File: src/rtl/uart_pkg.sv
// Shared definitions for the buffered UART transmitter.
//   tx_state_t : serialiser states (PARITY is only reachable when the
//                parity option is compiled in)
//   baud_div   : clocks per bit, rounded to nearest
package uart_pkg;

  typedef enum logic [2:0] {
    IDLE,
    START,
    DATA,
    PARITY,
    STOP
  } tx_state_t;

  function automatic int baud_div(input int clk_freq, input int baud);
    return (clk_freq + baud / 2) / baud;
  endfunction

endpackage

File: src/rtl/uart_fifo.sv
// Generic synchronous ready/valid FIFO with asynchronous active-high reset.
// Ports:
//   clk, reset             clock, async active-high reset
//   push_data/valid/ready  write handshake; push_ready = count < DEPTH
//   pop_data/valid/ready   read handshake; pop_data shows the head word
//   count                  words currently stored
// A full FIFO refuses a push even when a pop happens in the same cycle,
// so push_ready depends on count alone.
module uart_fifo #(
  parameter int WIDTH = 8,
  parameter int DEPTH = 4
) (
  input  logic                     clk,
  input  logic                     reset,
  input  logic [WIDTH-1:0]         push_data,
  input  logic                     push_valid,
  output logic                     push_ready,
  output logic [WIDTH-1:0]         pop_data,
  output logic                     pop_valid,
  input  logic                     pop_ready,
  output logic [$clog2(DEPTH):0]   count
);

  localparam int PTR_W = $clog2(DEPTH);
  localparam logic [PTR_W:0] FULL = (PTR_W + 1)'(DEPTH);

  logic [WIDTH-1:0] mem [DEPTH];
  logic [PTR_W-1:0] wr_ptr;
  logic [PTR_W-1:0] rd_ptr;
  logic             push;
  logic             pop;

  assign push_ready = (count < FULL);
  assign pop_valid  = (count != '0);
  assign pop_data   = mem[rd_ptr];
  assign push       = push_valid & push_ready;
  assign pop        = pop_valid & pop_ready;

  // Pointers wrap naturally because DEPTH is a power of two.
  always_ff @(posedge clk or posedge reset) begin
    if (reset) begin
      wr_ptr <= '0;
      rd_ptr <= '0;
      count  <= '0;
    end else begin
      if (push) wr_ptr <= wr_ptr + 1'b1;
      if (pop)  rd_ptr <= rd_ptr + 1'b1;
      case ({push, pop})
        2'b10:   count <= count + 1'b1;
        2'b01:   count <= count - 1'b1;
        default: count <= count;
      endcase
    end
  end

  // Storage carries data only and is never reset.
  always_ff @(posedge clk) begin
    if (push) mem[wr_ptr] <= push_data;
  end

endmodule

File: src/rtl/uart_tx_fifo.sv
// Buffered UART transmitter: an N-deep FIFO feeding a serialiser.
// Optional feature macro: UART_PARITY_EN (adds a parity bit after the
// data bits; parity = ^data ^ PARITY_ODD). Default build has no parity.
// Ports:
//   clk         system clock, rising edge
//   reset       asynchronous active-high reset
//   in_data     word to transmit
//   in_valid    producer holds in_data valid
//   in_ready    FIFO can accept (count < FIFO_DEPTH)
//   txd         serial line, idle high, registered
//   busy        serialiser not idle
//   fifo_count  words currently queued
// txd is registered from the current state, so the line trails the
// state register by one clock; frames stay exactly DIV clocks per bit and
// back-to-back frames have no gap because the next word is popped on the
// same edge that leaves the final stop bit.
module uart_tx_fifo
  import uart_pkg::*;
#(
  parameter int CLK_FREQ   = 50000000,
  parameter int BAUD       = 115200,
  parameter int DATA_W     = 8,
  parameter int FIFO_DEPTH = 4,
  parameter int STOP_BITS  = 1,
  parameter int PARITY_ODD = 0
) (
  input  logic                          clk,
  input  logic                          reset,
  input  logic [DATA_W-1:0]             in_data,
  input  logic                          in_valid,
  output logic                          in_ready,
  output logic                          txd,
  output logic                          busy,
  output logic [$clog2(FIFO_DEPTH):0]   fifo_count
);

  localparam int DIV   = baud_div(CLK_FREQ, BAUD);
  localparam int CNT_W = $clog2(DIV);
  localparam int BIT_W = $clog2(DATA_W + 1);
  localparam logic [CNT_W-1:0] DIV_M1    = CNT_W'(DIV - 1);
  localparam logic [BIT_W-1:0] LAST_DATA = BIT_W'(DATA_W - 1);
  localparam logic [BIT_W-1:0] LAST_STOP = BIT_W'(STOP_BITS - 1);

  if (DIV < 2) begin : g_div_chk
    $error("uart_tx_fifo: clocks per bit must be at least 2");
  end
  if (DATA_W < 5 || DATA_W > 9) begin : g_dw_chk
    $error("uart_tx_fifo: DATA_W must be 5..9");
  end
  if (STOP_BITS < 1 || STOP_BITS > 2) begin : g_stop_chk
    $error("uart_tx_fifo: STOP_BITS must be 1 or 2");
  end
  if (FIFO_DEPTH < 2 || (FIFO_DEPTH & (FIFO_DEPTH - 1)) != 0) begin : g_depth_chk
    $error("uart_tx_fifo: FIFO_DEPTH must be a power of two >= 2");
  end
  if (PARITY_ODD != 0 && PARITY_ODD != 1) begin : g_par_chk
    $error("uart_tx_fifo: PARITY_ODD must be 0 or 1");
  end

  tx_state_t         state;
  logic [CNT_W-1:0]  baud_cnt;
  logic [BIT_W-1:0]  bit_cnt;
  logic [DATA_W-1:0] shreg;
  logic [DATA_W-1:0] fifo_data;
  logic              fifo_valid;
  logic              baud_zero;
  logic              frame_end;
  logic              pop_req;
  logic              pop;
`ifdef UART_PARITY_EN
  logic              par_bit;
`endif

  uart_fifo #(
    .WIDTH (DATA_W),
    .DEPTH (FIFO_DEPTH)
  ) u_fifo (
    .clk        (clk),
    .reset      (reset),
    .push_data  (in_data),
    .push_valid (in_valid),
    .push_ready (in_ready),
    .pop_data   (fifo_data),
    .pop_valid  (fifo_valid),
    .pop_ready  (pop_req),
    .count      (fifo_count)
  );

  assign baud_zero = (baud_cnt == '0);
  assign frame_end = (state == STOP) && baud_zero && (bit_cnt == LAST_STOP);
  // The serialiser takes a word when idle or on the last clock of a frame.
  assign pop_req   = (state == IDLE) || frame_end;
  assign pop       = pop_req & fifo_valid;

  // Control: state, baud counter, bit counter and line output.
  always_ff @(posedge clk or posedge reset) begin
    if (reset) begin
      state    <= IDLE;
      baud_cnt <= '0;
      bit_cnt  <= '0;
      txd      <= 1'b1;
      busy     <= 1'b0;
    end else begin
      baud_cnt <= baud_zero ? DIV_M1 : baud_cnt - 1'b1;
      case (state)
        IDLE: begin
          txd      <= 1'b1;
          baud_cnt <= DIV_M1;
          bit_cnt  <= '0;
          if (fifo_valid) begin
            state <= START;
            busy  <= 1'b1;
          end
        end
        START: begin
          txd <= 1'b0;
          if (baud_zero) state <= DATA;
        end
        DATA: begin
          txd <= shreg[0];
          if (baud_zero) begin
            if (bit_cnt == LAST_DATA) begin
              bit_cnt <= '0;
`ifdef UART_PARITY_EN
              state   <= PARITY;
`else
              state   <= STOP;
`endif
            end else begin
              bit_cnt <= bit_cnt + 1'b1;
            end
          end
        end
`ifdef UART_PARITY_EN
        PARITY: begin
          txd <= par_bit;
          if (baud_zero) state <= STOP;
        end
`endif
        STOP: begin
          txd <= 1'b1;
          if (baud_zero) begin
            if (bit_cnt == LAST_STOP) begin
              bit_cnt <= '0;
              if (fifo_valid) begin
                state <= START;
              end else begin
                state <= IDLE;
                busy  <= 1'b0;
              end
            end else begin
              bit_cnt <= bit_cnt + 1'b1;
            end
          end
        end
        default: begin
          state <= IDLE;
          busy  <= 1'b0;
          txd   <= 1'b1;
        end
      endcase
    end
  end

  // Datapath: shift register loads on pop and shifts at each data-bit end.
  always_ff @(posedge clk) begin
    if (pop) begin
      shreg <= fifo_data;
    end else if (state == DATA && baud_zero) begin
      shreg <= shreg >> 1;
    end
  end

`ifdef UART_PARITY_EN
  always_ff @(posedge clk) begin
    if (pop) par_bit <= (^fifo_data) ^ (PARITY_ODD != 0);
  end
`endif

endmodule

File: config.mk
export PLATFORM = sky130hd
export DESIGN_NAME = uart_tx_fifo
export DESIGN_NICKNAME = d
export VERILOG_FILES = /design/src/rtl/uart_pkg.sv /design/src/rtl/uart_fifo.sv /design/src/rtl/uart_tx_fifo.sv
export SDC_FILE = /design/constraint.sdc
export NUM_CORES = 1
export LEC_CHECK = 0
export CORE_ASPECT_RATIO = 0.9
export CORE_MARGIN = 8
export CORE_UTILIZATION = 63
export CTS_CLUSTER_DIAMETER = 60
export DETAILED_ROUTE_END_ITERATION = 10
export PLACE_DENSITY = 0.87
export SLEW_MARGIN = 20
export SYNTH_ARGS = -nofsm -noshare
export SYNTH_HDL_FRONTEND = slang
export SYNTH_SLANG_ARGS = --single-unit
File: constraint.sdc
create_clock -name clk -period 7.7 [get_ports clk]
set_input_delay 1.54 -clock clk [delete_from_list [all_inputs] [get_ports clk]]
set_output_delay 1.54 -clock clk [all_outputs]
set_load 0.01 [all_outputs]
==> out/qor.yml <==
synth:
  synth-seq-cells: 65
  ys_types: 45
  netlist_instances: 210
  ys_async_sr_fraction_pct: 38.5
  syn-num-nets: 231
  yosysWarnings: 0
  synth-edff-count: 40
  seq_area_frac_synth_pct: 61.5
  synth_ff_type: "edfxtp_1"
  synth_area_um2: 2970
  avgSynthCellArea_um2: 14.1
cts:
  insertion_delay_ns: 0.35
  cts_inserted_buffers: 9
  cts_root_buf: "clkbuf_8"
  clock_sinks: 65
  post_cts_resized: 0
  clk_pin_slew_worst_paths_ns: 0.08
  cts_setup_buffers: 0
  cts_max_path_buffers: 2
  tritoncts: "done"
  htree_levels: 3
  hold_buffers: 0
placed_design:
  dpl_cell_area_um2: 3170
  numPortBuffers: 16
  hpwlAfterDp_um: 3650
  gp_congestion: 0.797
route:
  initialDrtViolationCount: 140
  antenna_left: 0
  vias: 1699
  drc_errors: 0
  routed_wl_um: 5460
  via_per_inst: 5.74
  first_pass_iters: 4
  post_drt_wl_per_cell_um: 18.4
sta:
  hold_slack_ns: 0.480
  final.min_clock_period_ns: 3.14
  fmax_mhz: 318
  fin_crit_sh_pct: 40.8
  finalHoldViolCount: 0
  setup_violations: 0
  tns_ns: 0
  fin_worst_skew_ns: 0.0106
  worst_pin_slew_ns: 0.982
  rsz0062_at_grt: "false"
  drv_slew: 0
  relSlewSlack_pct: 34.4
setup_path:
  arrival_ns: 3.41
  worstSetupPathType: "primary input to flip-flop"
  crit_fanout: 8
  cp_num_buf_inv: 3
  crit_top_cell: "inv_1"
  worstPathCellList: "clkdlybuf4s50_1, nor2b_1, inv_1, ha_1, inv_1, fa_1, xor2_1, nor2_1, xnor2_1"
  end_kind: "flip-flop"
  required_ns: 7.97
  cp_slowest_cell: "clkdlybuf4s50_1"
  cp-start-kind: "primary input"
  slowest_delay_ns: 0.45
  critical-path-top-delay-family: "buffers and inverters"
finish:
  area_delta_synth_final_pct: 13.6
  fin_area_um2: 3380
  drive_gt1_share_pct: 17.1
  fin_nets: 250
  n_antenna_cell: 0
hold_path:
  hp-class: "flip-flop to flip-flop"
floorplan:
  rows: 23
  core_um2: 4490
  die_w_um: 88.4
  start_util_pct: 66.2
  io_pins: 17
  die-area_um2: 7170
  dieHeight_um: 81.1
global_routing:
  overflow: 0
  grt_use_total_pct: 16.8
  first_global_vias: 1768
  grt_max_degree: 26
  grt_pass1_wl_um: 8820
  antenna_found_initial: 0
power_and_ir_drop:
  peakVddDrop_mv: 0.257
  p_leak_nw: 1.31
  p_per_area_nw_per_um2: 323
flow_run:
  maxCapViolations: 0
status:
  status: "finished, final reports clean"
-- final timing paths --
kind / startpoint / depth (start not counted) / to / slack, ns
setup / recovery: in_valid / 9 / u_fifo.count[2]$_DFFE_PP0P_ / 4.56
hold / removal: baud_cnt[0]$_DFF_PP0_ / 1 / baud_cnt[0]$_DFF_PP0_ / 0.48
setup reg to reg: baud_cnt[0]$_DFF_PP0_ / 12 / u_fifo.count[2]$_DFFE_PP0P_ / 4.77
hold reg to reg: baud_cnt[0]$_DFF_PP0_ / 1 / baud_cnt[0]$_DFF_PP0_ / 0.48
max in group asynchronous: reset / 2 / bit_cnt[1]$_DFFE_PP0P_ / 5.38
min in group asynchronous: reset / 2 / baud_cnt[3]$_DFF_PP0_ / 1.71
-- cells by family (layout without fill, tap and decap cells) --
| family | after synthesis | count (layout) | share of synthesized area, % |
|---|---|---|---|
| DFF | 65 | 65 | 61.5 |
| and+or+nand+nor | 53 | 53 | 10.8 |
| AOI/OAI and AO/OA | 27 | 27 | 5.77 |
| buffers and inverters | 25 | 49 | 3.50 |
| muxes | 17 | 17 | 10.1 |
| xor gates and xnor gates | 13 | 13 | 3.83 |
| adders and majority gates | 10 | 10 | 4.47 |
-- through the flow --
| step | total power, W | worst slack [ns] | instances | util, % |
|---|---|---|---|---|
| finish | 0.00109 | 4.56 | 296 | 75.2 |
| global route | 0.00115 | 4.45 | 296 | 75.2 |
| CTS | 0.00110 | 4.56 | 296 | 75.2 |
| detailed placement | 0.000790 | 4.21 | 280 | 70.6 |
| global placement | 0.000771 | 4.36 | 280 | 70.6 |
| floorplan | 0.000701 | 4.81 | 210 | - |
-- cell usage after synthesis, drive strengths merged (3+ instances only) --
cell    count  area, µm²
and2        5       31.3
dfrtp      24        601
mux4        8        180
a21oi       6       30.0
xnor2       9       78.8
nor2        9       33.8
ha          9        113
clkbuf      4       15.0
mux2        9        120
inv        17       63.8
nor2b       5       31.3
nor3        3       15.0
nor4        3       33.8
nand2      13       48.8
buf         4       25.0
o21ai       7       35.0
edfxtp     40       1200
xor2        4       35.0
-- layout by cell type, fill, tap and decap left out, drive strengths merged, types with 2 or more instances in the layout --
| master | netlist | routed |
|---|---|---|
| nor2 | 9 | 9 |
| dfrtp | 24 | 24 |
| nand3b | 2 | 2 |
| and2 | 5 | 5 |
| nand3 | 2 | 2 |
| nor3b | 2 | 2 |
| o2bb2ai | 2 | 2 |
| xor2 | 4 | 4 |
| ha | 9 | 9 |
| mux4 | 8 | 8 |
| mux2 | 9 | 9 |
| nor4 | 3 | 3 |
| inv | 17 | 22 |
| xnor2 | 9 | 9 |
| clkdlybuf4s50 | 0 | 16 |
| o31ai | 2 | 2 |
| nor2b | 5 | 5 |
| nor3 | 3 | 3 |
| clkbuf | 4 | 9 |
| a21o | 2 | 2 |
| a31oi | 2 | 2 |
| o21ai | 7 | 7 |
| nand2b | 2 | 2 |
| or2 | 2 | 2 |
| nand2 | 13 | 13 |
| a21oi | 6 | 6 |
| o22ai | 2 | 2 |
| edfxtp | 40 | 40 |
-- area by class of cell --
type	instances	area [µm²]
Inverter	17	63.8
Clock buffer	9	124
Tap cell	62	77.6
Clock inverter	7	83.8
Fill cell	273	1110
Multi-Input combinational cell	120	1040
Sequential cell	65	1830
Timing Repair Buffer	16	160
-- state kept, by name, summed over array words and instances, names as in the netlist --
name and flops:
u_fifo.mem 32, baud_cnt 9, txd 1, u_fifo.wr_ptr 2, u_fifo.rd_ptr 2, shreg 8
state 3, busy 1, u_fifo.count 3, bit_cnt 4
-- routing by layer --
metal | GRT usage (%) | vias up | wire length [µm]
met5 | 0 | - | 0
met2 | 26.6 | 57 | 2770
met4 | 6.75 | 0 | 63
met1 | 21.3 | 836 | 2380
li1 | - | 797 | -
met3 | 5.04 | 9 | 241
-- power by group --
part	internal [W]	leakage [nW]	switching (W)
registers	0.000446	0.662	0.0000756
clock network	0.000156	0.103	0.000149
logic	0.000142	0.541	0.000121
-- worst reg2reg max path, cell delays in order (launching register included) --
cell and delay (ns):
dfrtp_1 0.40, inv_1 0.10, ha_1 0.18, nor4b_2 0.43, a31oi_1 0.21, nand3b_4 0.32
inv_1 0.13, ha_1 0.20, inv_1 0.08, fa_1 0.38, xor2_1 0.15, nor2_1 0.11
xnor2_1 0.15
Power figures use the tool's default switching activity.
